### config.mk
export PLATFORM = sky130hd
export DESIGN_NAME = tile_fetch_sched_flat
export DESIGN_NICKNAME = d
export VERILOG_FILES = /design/src/rtl/tile_fetch_sched_if.sv /design/src/rtl/tile_fetch_sched.sv /design/src/flat_wrapper.sv
export SDC_FILE = /design/constraint.sdc
export NUM_CORES = 1
export LEC_CHECK = 0
export CORE_MARGIN = 2
export CORE_UTILIZATION = 35
export CTS_BUF_LIST = sky130_fd_sc_hd__clkbuf_16
export DETAILED_ROUTE_END_ITERATION = 6
export PLACE_DENSITY = 0.76
export SETUP_SLACK_MARGIN = 0.2
export SLEW_MARGIN = 10
export SYNTH_ARGS = -nofsm -noshare
export SYNTH_HDL_FRONTEND = slang
export SYNTH_SLANG_ARGS = --single-unit
### constraint.sdc
create_clock -name clk -period 2 [get_ports clk]
set_input_delay 0.4 -clock clk [delete_from_list [all_inputs] [get_ports clk]]
set_output_delay 0.4 -clock clk [all_outputs]
set_load 0.02 [all_outputs]
### src/rtl/tile_fetch_sched_if.sv
`default_nettype none
// +--------------------------------------------------------------------------+
// | Module   : tile_fetch_sched_if                                           |
// | Brief    : Raster, CPU bus, video RAM and tile output signals of the     |
// |            tile fetch scheduler, bundled with master/slave views.        |
// | Revision : 1.0 - initial release                                         |
// +--------------------------------------------------------------------------+
interface tile_fetch_sched_if;
  // Raster timing
  logic [8:0]  row;
  logic [9:0]  col;
  logic        de;
  logic        line_start;
  // CPU bus
  logic        cpu_req;
  logic        cpu_we;
  logic [15:0] cpu_addr;
  logic [7:0]  cpu_wdata;
  logic        cpu_ack;
  logic [7:0]  cpu_rdata;
  // Video RAM port
  logic [15:0] mem_addr;
  logic        mem_we;
  logic [7:0]  mem_wdata;
  logic [7:0]  mem_rdata;
  // Tile outputs to tile_block
  logic [7:0]  tile_ROM_addr;
  logic [5:0]  palette_ROM_addr;

  // Environment side: timing generator, CPU and RAM drive the scheduler
  modport master (
    output row, col, de, line_start,
    output cpu_req, cpu_we, cpu_addr, cpu_wdata,
    input  cpu_ack, cpu_rdata,
    input  mem_addr, mem_we, mem_wdata,
    output mem_rdata,
    input  tile_ROM_addr, palette_ROM_addr
  );

  // Scheduler side
  modport slave (
    input  row, col, de, line_start,
    input  cpu_req, cpu_we, cpu_addr, cpu_wdata,
    output cpu_ack, cpu_rdata,
    output mem_addr, mem_we, mem_wdata,
    input  mem_rdata,
    output tile_ROM_addr, palette_ROM_addr
  );
endinterface
`default_nettype wire

### src/rtl/tile_fetch_sched.sv
`default_nettype none
// +--------------------------------------------------------------------------+
// | Module   : tile_fetch_sched                                              |
// | Brief    : Time-slices the shared video RAM port between tile code /     |
// |            palette prefetch and CPU accesses, double-buffering the       |
// |            fetched bytes so tile outputs stay stable for a whole tile.   |
// | Revision : 1.0 - initial release                                         |
// +--------------------------------------------------------------------------+
module tile_fetch_sched #(
  parameter logic [15:0] TILE_BASE = 16'h4000,
  parameter logic [15:0] PAL_BASE  = 16'h4400
) (
  input  logic               clk,
  input  logic               rst,
  tile_fetch_sched_if.slave  bus
);

  localparam logic [1:0] S_IDLE     = 2'd0;
  localparam logic [1:0] S_PRE_CODE = 2'd1;
  localparam logic [1:0] S_PRE_PAL  = 2'd2;
  localparam logic [1:0] S_PRE_DONE = 2'd3;

  logic [1:0]  state_q, state_d;
  logic [7:0]  nxt_code_q;
  logic [5:0]  nxt_pal_q;
  logic [7:0]  tile_q;
  logic [5:0]  pal_q;
  logic        rd_pend_q;

  logic        w_row_vis;
  logic [2:0]  w_phase;
  logic [7:0]  w_tnext;
  logic        w_tnext_ok;
  logic        w_active;
  logic [15:0] w_off_act;
  logic [15:0] w_off_pre;
  logic        w_vid_code;
  logic        w_vid_pal;
  logic [15:0] w_vid_addr;
  logic        w_grant;
  logic        w_wr_grant;
  logic        w_rd_grant;
  logic        w_unused;

  assign w_row_vis  = (bus.row < 9'd128);
  assign w_phase    = bus.col[2:0];
  assign w_tnext    = {1'b0, bus.col[9:3]} + 8'd1;
  assign w_tnext_ok = (w_tnext < 8'd16);

  // Active slots are only honoured once any line prefetch has finished.
  assign w_active   = !rst && bus.de && (state_q == S_IDLE) && w_row_vis;

  // RAM offset {tile row, tile index}; the prefetch always targets tile 0.
  assign w_off_act  = {8'h00, bus.row[6:3], w_tnext[3:0]};
  assign w_off_pre  = {8'h00, bus.row[6:3], 4'h0};

  assign w_vid_code = !rst && ((state_q == S_PRE_CODE) ||
                               (w_active && (w_phase == 3'd0) && w_tnext_ok));
  assign w_vid_pal  = !rst && ((state_q == S_PRE_PAL) ||
                               (w_active && (w_phase == 3'd1) && w_tnext_ok));

  // Video slots always win; the CPU gets every other cycle unless a read
  // is still waiting for its data to come back.
  assign w_grant    = !rst && bus.cpu_req && !rd_pend_q && !w_vid_code && !w_vid_pal;
  assign w_wr_grant = w_grant && bus.cpu_we;
  assign w_rd_grant = w_grant && !bus.cpu_we;

  assign w_unused   = ^{bus.row[2:0], bus.mem_rdata[7:6]};

  // Video address for whichever fetch slot is active this cycle
  always_comb begin
    w_vid_addr = 16'h0000;
    if (state_q == S_PRE_CODE) begin
      w_vid_addr = TILE_BASE + w_off_pre;
    end else if (state_q == S_PRE_PAL) begin
      w_vid_addr = PAL_BASE + w_off_pre;
    end else if (w_phase == 3'd0) begin
      w_vid_addr = TILE_BASE + w_off_act;
    end else begin
      w_vid_addr = PAL_BASE + w_off_act;
    end
  end

  // Memory port mux: video fetch, CPU grant, or parked at address 0
  always_comb begin
    bus.mem_addr  = 16'h0000;
    bus.mem_we    = 1'b0;
    bus.mem_wdata = 8'h00;
    if (w_vid_code || w_vid_pal) begin
      bus.mem_addr = w_vid_addr;
    end else if (w_grant) begin
      bus.mem_addr  = bus.cpu_addr;
      bus.mem_we    = bus.cpu_we;
      bus.mem_wdata = bus.cpu_we ? bus.cpu_wdata : 8'h00;
    end
  end

  // Write acks in the grant cycle; read acks one cycle later with RAM data.
  assign bus.cpu_ack   = w_wr_grant || (rd_pend_q && !rst);
  assign bus.cpu_rdata = (rd_pend_q && !rst) ? bus.mem_rdata : 8'h00;

  assign bus.tile_ROM_addr    = tile_q;
  assign bus.palette_ROM_addr = pal_q;

  // Prefetch sequencer next state: one cycle per state after line_start
  always_comb begin
    state_d = state_q;
    case (state_q)
      S_IDLE:     if (bus.line_start && w_row_vis) state_d = S_PRE_CODE;
      S_PRE_CODE: state_d = S_PRE_PAL;
      S_PRE_PAL:  state_d = S_PRE_DONE;
      S_PRE_DONE: state_d = S_IDLE;
      default:    state_d = S_IDLE;
    endcase
  end

  // Prefetch sequencer state register
  always_ff @(posedge clk) begin
    if (rst) begin
      state_q <= S_IDLE;
    end else begin
      state_q <= state_d;
    end
  end

  // Outstanding CPU read flag; a reset drops the pending read without an ack
  always_ff @(posedge clk) begin
    if (rst) begin
      rd_pend_q <= 1'b0;
    end else begin
      rd_pend_q <= w_rd_grant;
    end
  end

  // Next-tile buffer capture and once-per-tile transfer to the outputs
  always_ff @(posedge clk) begin
    if (rst) begin
      nxt_code_q <= 8'h00;
      nxt_pal_q  <= 6'h00;
      tile_q     <= 8'h00;
      pal_q      <= 6'h00;
    end else if (state_q == S_PRE_PAL) begin
      nxt_code_q <= bus.mem_rdata;
    end else if (state_q == S_PRE_DONE) begin
      // Tile 0 must be visible before the first pixel, so bypass the buffer.
      nxt_pal_q <= bus.mem_rdata[5:0];
      tile_q    <= nxt_code_q;
      pal_q     <= bus.mem_rdata[5:0];
    end else if (w_active) begin
      if ((w_phase == 3'd1) && w_tnext_ok) begin
        nxt_code_q <= bus.mem_rdata;
      end
      if ((w_phase == 3'd2) && w_tnext_ok) begin
        nxt_pal_q <= bus.mem_rdata[5:0];
      end
      if (w_phase == 3'd7) begin
        // Past the last tile of the window the outputs blank to 0.
        tile_q <= w_tnext_ok ? nxt_code_q : 8'h00;
        pal_q  <= w_tnext_ok ? nxt_pal_q  : 6'h00;
      end
    end
  end

endmodule
`default_nettype wire

### src/flat_wrapper.sv
// flat-port wrapper written by rule: the top's interface ports become plain ports
module tile_fetch_sched_flat 
#(
  parameter logic [15:0] TILE_BASE = 16'h4000,
  parameter logic [15:0] PAL_BASE  = 16'h4400
)
  (clk, rst, bus_row, bus_col, bus_de, bus_line_start, bus_cpu_req, bus_cpu_we, bus_cpu_addr, bus_cpu_wdata, bus_cpu_ack, bus_cpu_rdata, bus_mem_addr, bus_mem_we, bus_mem_wdata, bus_mem_rdata, bus_tile_ROM_addr, bus_palette_ROM_addr);
  tile_fetch_sched_if bus_i ();
  input  logic clk;
  input  logic rst;
  input wire logic [$bits(bus_i.row)-1:0] bus_row;
  input wire logic [$bits(bus_i.col)-1:0] bus_col;
  input wire logic [$bits(bus_i.de)-1:0] bus_de;
  input wire logic [$bits(bus_i.line_start)-1:0] bus_line_start;
  input wire logic [$bits(bus_i.cpu_req)-1:0] bus_cpu_req;
  input wire logic [$bits(bus_i.cpu_we)-1:0] bus_cpu_we;
  input wire logic [$bits(bus_i.cpu_addr)-1:0] bus_cpu_addr;
  input wire logic [$bits(bus_i.cpu_wdata)-1:0] bus_cpu_wdata;
  output wire logic [$bits(bus_i.cpu_ack)-1:0] bus_cpu_ack;
  output wire logic [$bits(bus_i.cpu_rdata)-1:0] bus_cpu_rdata;
  output wire logic [$bits(bus_i.mem_addr)-1:0] bus_mem_addr;
  output wire logic [$bits(bus_i.mem_we)-1:0] bus_mem_we;
  output wire logic [$bits(bus_i.mem_wdata)-1:0] bus_mem_wdata;
  input wire logic [$bits(bus_i.mem_rdata)-1:0] bus_mem_rdata;
  output wire logic [$bits(bus_i.tile_ROM_addr)-1:0] bus_tile_ROM_addr;
  output wire logic [$bits(bus_i.palette_ROM_addr)-1:0] bus_palette_ROM_addr;
  assign bus_i.row = bus_row;
  assign bus_i.col = bus_col;
  assign bus_i.de = bus_de;
  assign bus_i.line_start = bus_line_start;
  assign bus_i.cpu_req = bus_cpu_req;
  assign bus_i.cpu_we = bus_cpu_we;
  assign bus_i.cpu_addr = bus_cpu_addr;
  assign bus_i.cpu_wdata = bus_cpu_wdata;
  assign bus_cpu_ack = bus_i.cpu_ack;
  assign bus_cpu_rdata = bus_i.cpu_rdata;
  assign bus_mem_addr = bus_i.mem_addr;
  assign bus_mem_we = bus_i.mem_we;
  assign bus_mem_wdata = bus_i.mem_wdata;
  assign bus_i.mem_rdata = bus_mem_rdata;
  assign bus_tile_ROM_addr = bus_i.tile_ROM_addr;
  assign bus_palette_ROM_addr = bus_i.palette_ROM_addr;
  tile_fetch_sched #(.TILE_BASE(TILE_BASE), .PAL_BASE(PAL_BASE)) u_core (.clk(clk), .rst(rst), .bus(bus_i));
endmodule
Word-level counts from Yosys, hierarchy flattened. Index checks and enable logic that the tools add are counted.

Register bits: 31. Bits of input ports: 57. Output and inout bits: 48.

Add/subtract/negate cells: 5. Order comparisons: 2. Equal/unequal tests: 8. Multiplexer cells: 28. Bitwise logic cells: 1. Reductions and logical operators: 38.

Operators with widths (number): $mux 8 (12); $mux 16 (5); $add 15x8->16 const A (4); $mux 6 (7); $logic_and 1x1->1 (19); $reduce_bool 2->1 (5); $lt 9x8->1 const B (1); $reduce_and 3->1 (3); $add 7x1->8 const B (1); $lt 8x5->1 const B (1); $pmux 2 s4 (1); $logic_not 1->1 (5); $eq 2x2->1 const B (2); $logic_or 1x1->1 (4); $eq 3x1->1 const B (1); $eq 3x2->1 const B (1); $eq 3x3->1 const B (1); $logic_not 3->1 (1); $eq 2x1->1 const B (1); $logic_not 2->1 (1); $mux 1 (2); $mux 2 (1); $ne 2x1->1 const B (1); $ne 2x2->1 const B (1); $not 1->1 (1).

Depth between registers and ports, before layout. Gate-level depths: netlist (run 1).

Depth after elaboration: 13. Gate-level depth with buffers: 7. Depth with buffers taken out: 6.

Least setup slack after synthesis (run 1). Ideal clock, no wire load.

Kind: flip-flop to output port. Start point: register u_core.state_q[0]. End point: output bus_mem_wdata[6]. Data arrival time: 1.859 ns. Path slack: -0.259 ns. Stages on the path, launching flop included: 8. Buffers on the path: 1. Path through: dfxtp_1 -> inv_1 -> ha_1 -> nor2_1 -> nor4bb_1 -> o21a_4 -> buf_2 -> and3_1.

Word-level cells in the longest chain between the ends: 12.

Ends and longest elaborated chain: start: declaration (line tile_fetch_sched.sv:23) `logic [1:0] state_q, state_d;`; start signal: assignment (line tile_fetch_sched.sv:122) `state_q <= state_d;`; $logic_not 2->1 (line tile_fetch_sched.sv:51) `assign w_active = !rst && bus.de && (state_q == S_IDLE) && w_row_vis;`; $logic_and 1x1->1 (2 in series) (line tile_fetch_sched.sv:51); $logic_and 1x1->1 (2 in series) (line tile_fetch_sched.sv:58) `(w_active && (w_phase == 3'd0) && w_tnext_ok));`; $logic_or 1x1->1 (line tile_fetch_sched.sv:57) `assign w_vid_code = !rst && ((state_q == S_PRE_CODE) ||`; $logic_and 1x1->1 (line tile_fetch_sched.sv:57); $logic_not 1->1 (line tile_fetch_sched.sv:64) `assign w_grant = !rst && bus.cpu_req && !rd_pend_q && !w_vid_code && !w_vid_pal;`; $logic_and 1x1->1 (2 in series) (line tile_fetch_sched.sv:64); $mux 8 (line tile_fetch_sched.sv:91) `end else if (w_grant) begin`; $mux 8 * (line tile_fetch_sched.sv:89) `if (w_vid_code || w_vid_pal) begin`; end: declaration (line flat_wrapper.sv:23) `output wire logic [$bits(bus_i.mem_wdata)-1:0] bus_mem_wdata;`.

Mark *: on every way between the ends. The rest lies on a longest branch, timed or not.

Final worst setup path (run 1).
Start point: register u_core.state_q[1]. End point: output bus_mem_addr[0].

Word-level cells in the longest chain between the ends: 12.

Ends and longest elaborated chain: $logic_not 2->1 (line tile_fetch_sched.sv:51); $logic_and 1x1->1 (2 in series) (line tile_fetch_sched.sv:51); $logic_and 1x1->1 (2 in series) (line tile_fetch_sched.sv:58); $logic_or 1x1->1 (line tile_fetch_sched.sv:57); $logic_and 1x1->1 (line tile_fetch_sched.sv:57); $logic_not 1->1 (line tile_fetch_sched.sv:64); $logic_and 1x1->1 (2 in series) (line tile_fetch_sched.sv:64); $mux 16 (line tile_fetch_sched.sv:91); $mux 16 * (line tile_fetch_sched.sv:89); end: declaration (line flat_wrapper.sv:21) `output wire logic [$bits(bus_i.mem_addr)-1:0] bus_mem_addr;`.

Marked as above.

==> key figures, run 1 <==
Synthesis
  – EDFF count, synth: 0
  – Yosys top cell area share: 32.2%
  – Synth Area in Simple Gates: 25.1%
  – Count of state elements after synthesis: 31
  – Synth Area in Compound Gates: 20.2%
  – Yosys cell types: 44
  – Most numerous cell in the Yosys netlist: dfxtp_1
  – Synth Instances: 210
  – Async S/R FF share, synth: 0%
  – Synth top cells by count: dfxtp_1, nand2b_1, mux2i_1
  – Main combinational cell family by area after synthesis: simple AND/OR/NAND/NOR gates
  – Synth Area in Adders: 3.90%
  – Top cells by area, synth: dfxtp_1, mux2i_1, nand2b_1
  – Post-synthesis mux area share: 10.9%
  – Dominant synthesized flop cell: dfxtp_1
  – Share of the yosys chip area belonging to registers: about a third
  – Post-Syn Nets: 273
  – Synthesized area per cell: 9.17 um^2
  – Cell accounting for the most synthesized area: dfxtp_1
  – Post-Syn Area: 1930 um^2
  – Post-synthesis xor/xnor area fraction: less than 1%
  – YS warnings: 0

Setup path
  – Crit-path max FO: 6
  – Crit-path cells: inv_4, ha_4, nor2_4, nor4bb_4, buf_4, o21a_4, a22o_1, buf_6
  – Worst Setup End Kind: output pin
  – Worst path required time: 1.60 ns
  – Crit path kind: register to output pin
  – Arr. time, crit path: roughly 1.9 ns
  – Slowest cell on crit path: dfxtp_4
  – Worst r2r src: u_core.state_q[1]
  – Startpoint Class: register
  – Worst path max stage delay: 0.37 ns
  – Worst setup path startpoint: u_core.state_q[1]

Min path
  – Hold Path Class: register to register
  – Hold Path Origin: u_core.nxt_code_q[0]

STA
  – Slew headroom: 77.5%
  – Clock skew: between 0.007 and 0.008 ns
  – Setup WS post-layout: -0.336 ns
  – Max Slew Vio Count: 0
  – RSZ-0062 raised after global routing: true
  – # setup viols final: 26
  – Worst-margin pin slew: 0.328 ns
  – Crit path time final: around 2.3 ns
  – FMAX: ~430 MHz
  – Final Hold Vio Count: 0
  – Fin crit share: 117%

Routing
  – DR vias/cell: 5.13
  – Final WL: 7.96 mm
  – Drt first-iter violations: 80
  – Drt wl/cell: around 18 um
  – Via count: 2283
  – Post-DRT Antenna Nets: 0
  – Total iterations of the first detailed-routing run: 4
  – Residual DRC: 0

GRT
  – Total track usage: between 20% and 30%
  – Largest net degree at the start of global routing: 18
  – Met2 Track Usage GR: 44.6%
  – Met3 global-route usage: 5.63%
  – Vias in the first global route: 2313
  – GRT Residual Overflow: 0
  – Global-route wire length before repair: approximately 12 mm
  – M1 GR Usage: 27.2%
  – Busiest layer in global routing: met2
  – Antenna violations before repair: 0

Die
  – Placement row count: 27
  – Core Box Area: ~5400 um^2
  – Die ar.: 6110 um^2
  – Starting Density: 35.6%
  – Die width: 78.2 um
  – # IOs: around 110
  – Die Y: 78.2 um

Power
  – Pleak: 1.69 nW
  – Peak supply drop: 0.000844 V
  – Power density cells: 729 nW/um^2

Final layout
  – Layout cells sized above 1: 47.2%
  – Core Util, Final: 77.0%
  – Post-layout nets: approximately 440
  – P&R area growth vs syn: 116%
  – ANT cells: 0

Status
  – Status: complete, but fails checks
  – Failing checks: setup timing

Placement
  – PortBufs: 101
  – Routability cong.: between 0.7 and 0.8
  – Post-DP HPWL: 4.66 mm
  – Pre-CTS setup slack: -1.14 ns

CTS
  – Total clock buffers created by CTS: 5
  – Clock slew at reported path FFs: 0.05 ns
  – Clock tree buffer depth: 2
  – CTS root buf: clkbuf_16
  – H-tree level count: 2
  – Worst-Skew Late Latency: 0.27 ns
  – Clk sinks: 31
  – TritonCTS clock tree: done

Run
  – Max-cap viol count: 0
cells in the final DEF (no fill, tap or decap), types with 4 or more instances in the layout:
master,count
buf_4,49
a22o_1,6
buf_6,37
dfxtp_1,28
buf_2,5
and2_1,9
a31oi_4,5
buf_12,4
nand2b_1,22
clkdlybuf4s50_1,53
clkbuf_16,5
o22ai_2,8
a21oi_1,4
mux2i_1,18
ha_4,4
inv_1,19
o32ai_4,4
nand2_1,9
nor2_1,4
and3_4,8
and2_4,8
state kept, by name, indices dropped and copies added, names as in the netlist:
name                         flops
u_core.bus.palette_ROM_addr      6
u_core.nxt_pal_q                 6
u_core.bus.tile_ROM_addr         8
u_core.state_q                   2
u_core.rd_pend_q                 1
u_core.nxt_code_q                8
where the power goes:
part           internal [mW]  switching [mW]  total (mW)
Combinational          0.891           0.755        1.65
Sequential             0.663          0.0458       0.709
Clock                  0.440           0.242       0.683
kinds of logic after synthesis:
logic type,after synthesis
simple gates,77
fa+ha+maj,6
compound gates,43
buf+inv,30
flops,31
xor+xnor,2
mux,21
critical path, delay by kind of cell (launching register included):
family                     cells  cell delay (ns)
DFF                            1             0.37
and+or+nand+nor                2             0.43
adders and majority gates      1             0.16
AOI/OAI and AO/OA              2             0.34
buffers and inverters          3             0.36
routing by layer:
metal	routed length, um	share of wire [%]
met5	0	0
met4	171	2.1
met2	4300	54
met1	3170	40
met3	316	4.0
per-stage QoR:
| step | std cells | total power [mW] | setup TNS (ns) | hold slack [ns] | cell area [um^2] |
|---|---|---|---|---|---|
| final | 445 | 3.04 | -7.26 | 0.471 | 4160 |
| after global routing | 445 | 3.18 | -8.64 | 0.480 | 4160 |
| after CTS | 444 | 2.92 | -5.51 | 0.457 | 4030 |
| after detailed placement | 416 | 2.00 | -42.84 | 0.450 | 3510 |
| after global placement | 416 | 1.97 | -41.09 | 0.442 | 3510 |
| after floorplan | 210 | 1.41 | 0 | 0.436 | 2120 |
cell type report:
cell class	count	area [um^2]
multi-input cells	152	1650
repair buffers	164	1590
fillers	325	1240
flip-flops and latches	31	629
clock buffers	5	125
well taps	72	90.1
inverters	20	80.1
clock inverters	1	3.75
final timing paths:
| check | end | slack [ns] | cells past startpoint |
|---|---|---|---|
| worst max-delay path | bus_mem_addr[0] | -0.34 | 8 |
| worst min register to register | u_core.bus.tile_ROM_addr[0] | 0.47 | 2 |
| worst max register to register | u_core.bus.palette_ROM_addr[4] | 0.07 | 10 |
| worst min-delay path | u_core.bus.tile_ROM_addr[0] | 0.47 | 2 |
what timing repair did:
action | 4_1_cts | 5_1_grt
setup endpoints to repair | 63 | 57
gates cloned | 3 | 0
gates resized for setup | 250 | 33
pin swaps | 33 | 9
setup buffers | 19 | 1
hold buffers | 0 | 0
Note: power is estimated with default switching activity, not from simulation.
==> run 2, diff against run 1 <==
--- a/config.mk
+++ b/config.mk
@@ -10,6 +10,7 @@
 export CTS_BUF_LIST = sky130_fd_sc_hd__clkbuf_16
 export DETAILED_ROUTE_END_ITERATION = 6
 export PLACE_DENSITY = 0.76
+export RECOVER_POWER = 50
 export SETUP_SLACK_MARGIN = 0.2
 export SLEW_MARGIN = 10
 export SYNTH_ARGS = -nofsm -noshare
==> run 2 against run 1 <==
Compared with the run above:
- the run still ends with setup timing left
- critical path depth is the same
- wire length shrank 0.19%
- worst hold slack is essentially flat
- count of clock-buffer cells in the layout stayed put
- non-clock buffer count is the same
- clock skew barely moved
- sequential power about the same
- via count shrank 0.26%
- utilization fell by 0.069 points
- cell area is essentially flat
- sequential share of layout area hardly changed
- critical endpoint unchanged
- largest cell class unchanged
- highest routed layer unchanged
==> key figures, run 2 (synthesis gave the netlist of run 1 again) <==
Routing
  – Post-DRT Antenna Nets: 0
  – Total iterations of the first detailed-routing run: 4
  – Final WL: 7.94 mm
  – DR vias/cell: 5.12
  – Drt wl/cell: 17.8 um
  – Residual DRC: 0
  – Drt first-iter violations: 75
  – Via count: around 2300

STA
  – Slew headroom: 77.5%
  – Max Slew Vio Count: 0
  – # setup viols final: 26
  – Final Hold Vio Count: 0
  – Fin crit share: 117%
  – Fin Setup TNS: -7.25 ns
  – Clock skew: 0.00715 ns
  – Crit path time final: 2.34 ns
  – RSZ-0062 raised after global routing: true
  – Hold slack: 0.471 ns
  – Setup WS post-layout: -0.335 ns
  – Worst-margin pin slew: 0.327 ns
  – FMAX: approximately 430 MHz

Die
  – Starting Density: approximately 36%
  – Core Box Area: 5410 um^2
  – Die ar.: 6110 um^2
  – Die width: about 78 um
  – Die Y: 78.2 um
  – # IOs: 105
  – Placement row count: 27

GRT
  – Vias in the first global route: 2313
  – Total track usage: 24.0%
  – Global-route wire length before repair: 11.5 mm
  – Largest net degree at the start of global routing: 18
  – Antenna violations before repair: 0
  – GRT Residual Overflow: 0

Setup path
  – Worst Setup End Kind: output pin
  – Arr. time, crit path: 1.94 ns
  – Crit path kind: register to output pin
  – Startpoint Class: register
  – Worst path required time: 1.60 ns
  – Crit-path max FO: 6

CTS
  – Worst-Skew Late Latency: 0.27 ns
  – CTS root buf: clkbuf_16
  – Total clock buffers created by CTS: 5
  – H-tree level count: 2
  – Clk sinks: 31
  – Clock tree buffer depth: 2
  – Cts hold-fix bufs: 0
  – TritonCTS clock tree: done
  – Clock slew at reported path FFs: 0.05 ns

Final layout
  – Core Util, Final: 77.0%
  – Multi-input gate area: 1650 um^2
  – Post-route cell area: approximately 4200 um^2
  – Post-layout nets: 437
  – ANT cells: 0
  – Filler Cell Count: between 300 and 400
  – Commonest non-fill, non-tap cells in the layout: clkdlybuf4s50_1, buf_4, buf_6
  – P&R area growth vs syn: 116%
  – Register Area: approximately 630 um^2
  – Leading cell type in the layout, fill and taps excluded: clkdlybuf4s50_1
  – Layout cells sized above 1: 46.9%

Status
  – Failing checks: setup timing
  – Status: complete, but fails checks

Placement
  – PortBufs: 101
  – Post-DP HPWL: between 4 and 5 mm
  – Area after DPL: around 3500 um^2
  – Routability cong.: approximately 0.8

Power
  – Pleak: roughly 1.7 nW
  – PnR Total Power: a little over 3 mW
  – Power density cells: 727 nW/um^2
  – Peak supply drop: 0.000844 V

Min path
  – Hold Path Class: register to register

Run
  – Max-cap viol count: 0
run 2: cell count changes in the layout (fill, tap and decap cells not counted), sizes merged:
cell,previous run,this run
buf,98,97
clkbuf,8,9
run 2: power by group:
| part | switching [mW] | internal (mW) |
|---|---|---|
| Clock | 0.242 | 0.440 |
| Combinational | 0.754 | 0.880 |
| Sequential | 0.0457 | 0.663 |
| Total | 1.04 | 1.98 |
run 2: path summary, 6_finish.rpt:
| kind | startpoint | end | slack [ns] | cells past startpoint |
|---|---|---|---|---|
| hold reg to reg | u_core.nxt_code_q[0] | u_core.bus.tile_ROM_addr[0] | 0.47 | 2 |
| hold / removal | u_core.nxt_code_q[0] | u_core.bus.tile_ROM_addr[0] | 0.47 | 2 |
| setup reg to reg | u_core.state_q[1] | u_core.bus.palette_ROM_addr[4] | 0.07 | 10 |
| setup / recovery | u_core.state_q[1] | bus_mem_addr[0] | -0.34 | 8 |
run 2: cell type report:
cell class,count,area share (%)
Tap cell,72,2.17
Timing Repair Buffer,164,38.1
Multi-Input combinational cell,152,39.6
Clock inverter,1,0.0902
Clock buffer,5,3.01
Sequential cell,31,15.1
Inverter,20,1.92
run 2: stage by stage:
step,worst slack (ns),std cells
after floorplan,0.0259,210
after global placement,-1.09,416
after detailed placement,-1.14,416
after CTS,-0.254,444
after global routing,-0.386,445
final,-0.335,445
run 2: critical path: stages (launching register included):
cell	delay [ns]
dfxtp_4	0.37
inv_4	0.04
ha_4	0.16
nor2_4	0.12
nor4bb_4	0.31
buf_4	0.20
o21a_4	0.16
a22o_1	0.18
buf_6	0.12
run 2: routing by layer:
metal / GRT usage (%) / routed length (um) / vias to the layer above
li1: - / - / 1072
met1: 27.2 / 3140 / 1106
met2: 44.6 / 4310 / 79
met3: 5.63 / 325 / 20
met4: 6.84 / 171 / 0
met5: 0 / 0 / -
run 2: repair_timing:
item,4_1_cts,5_1_grt
pin swaps,33,9
endpoints found under the setup margin,63,57
resized for setup,250,33
gates cloned,3,0
setup buffers,19,1
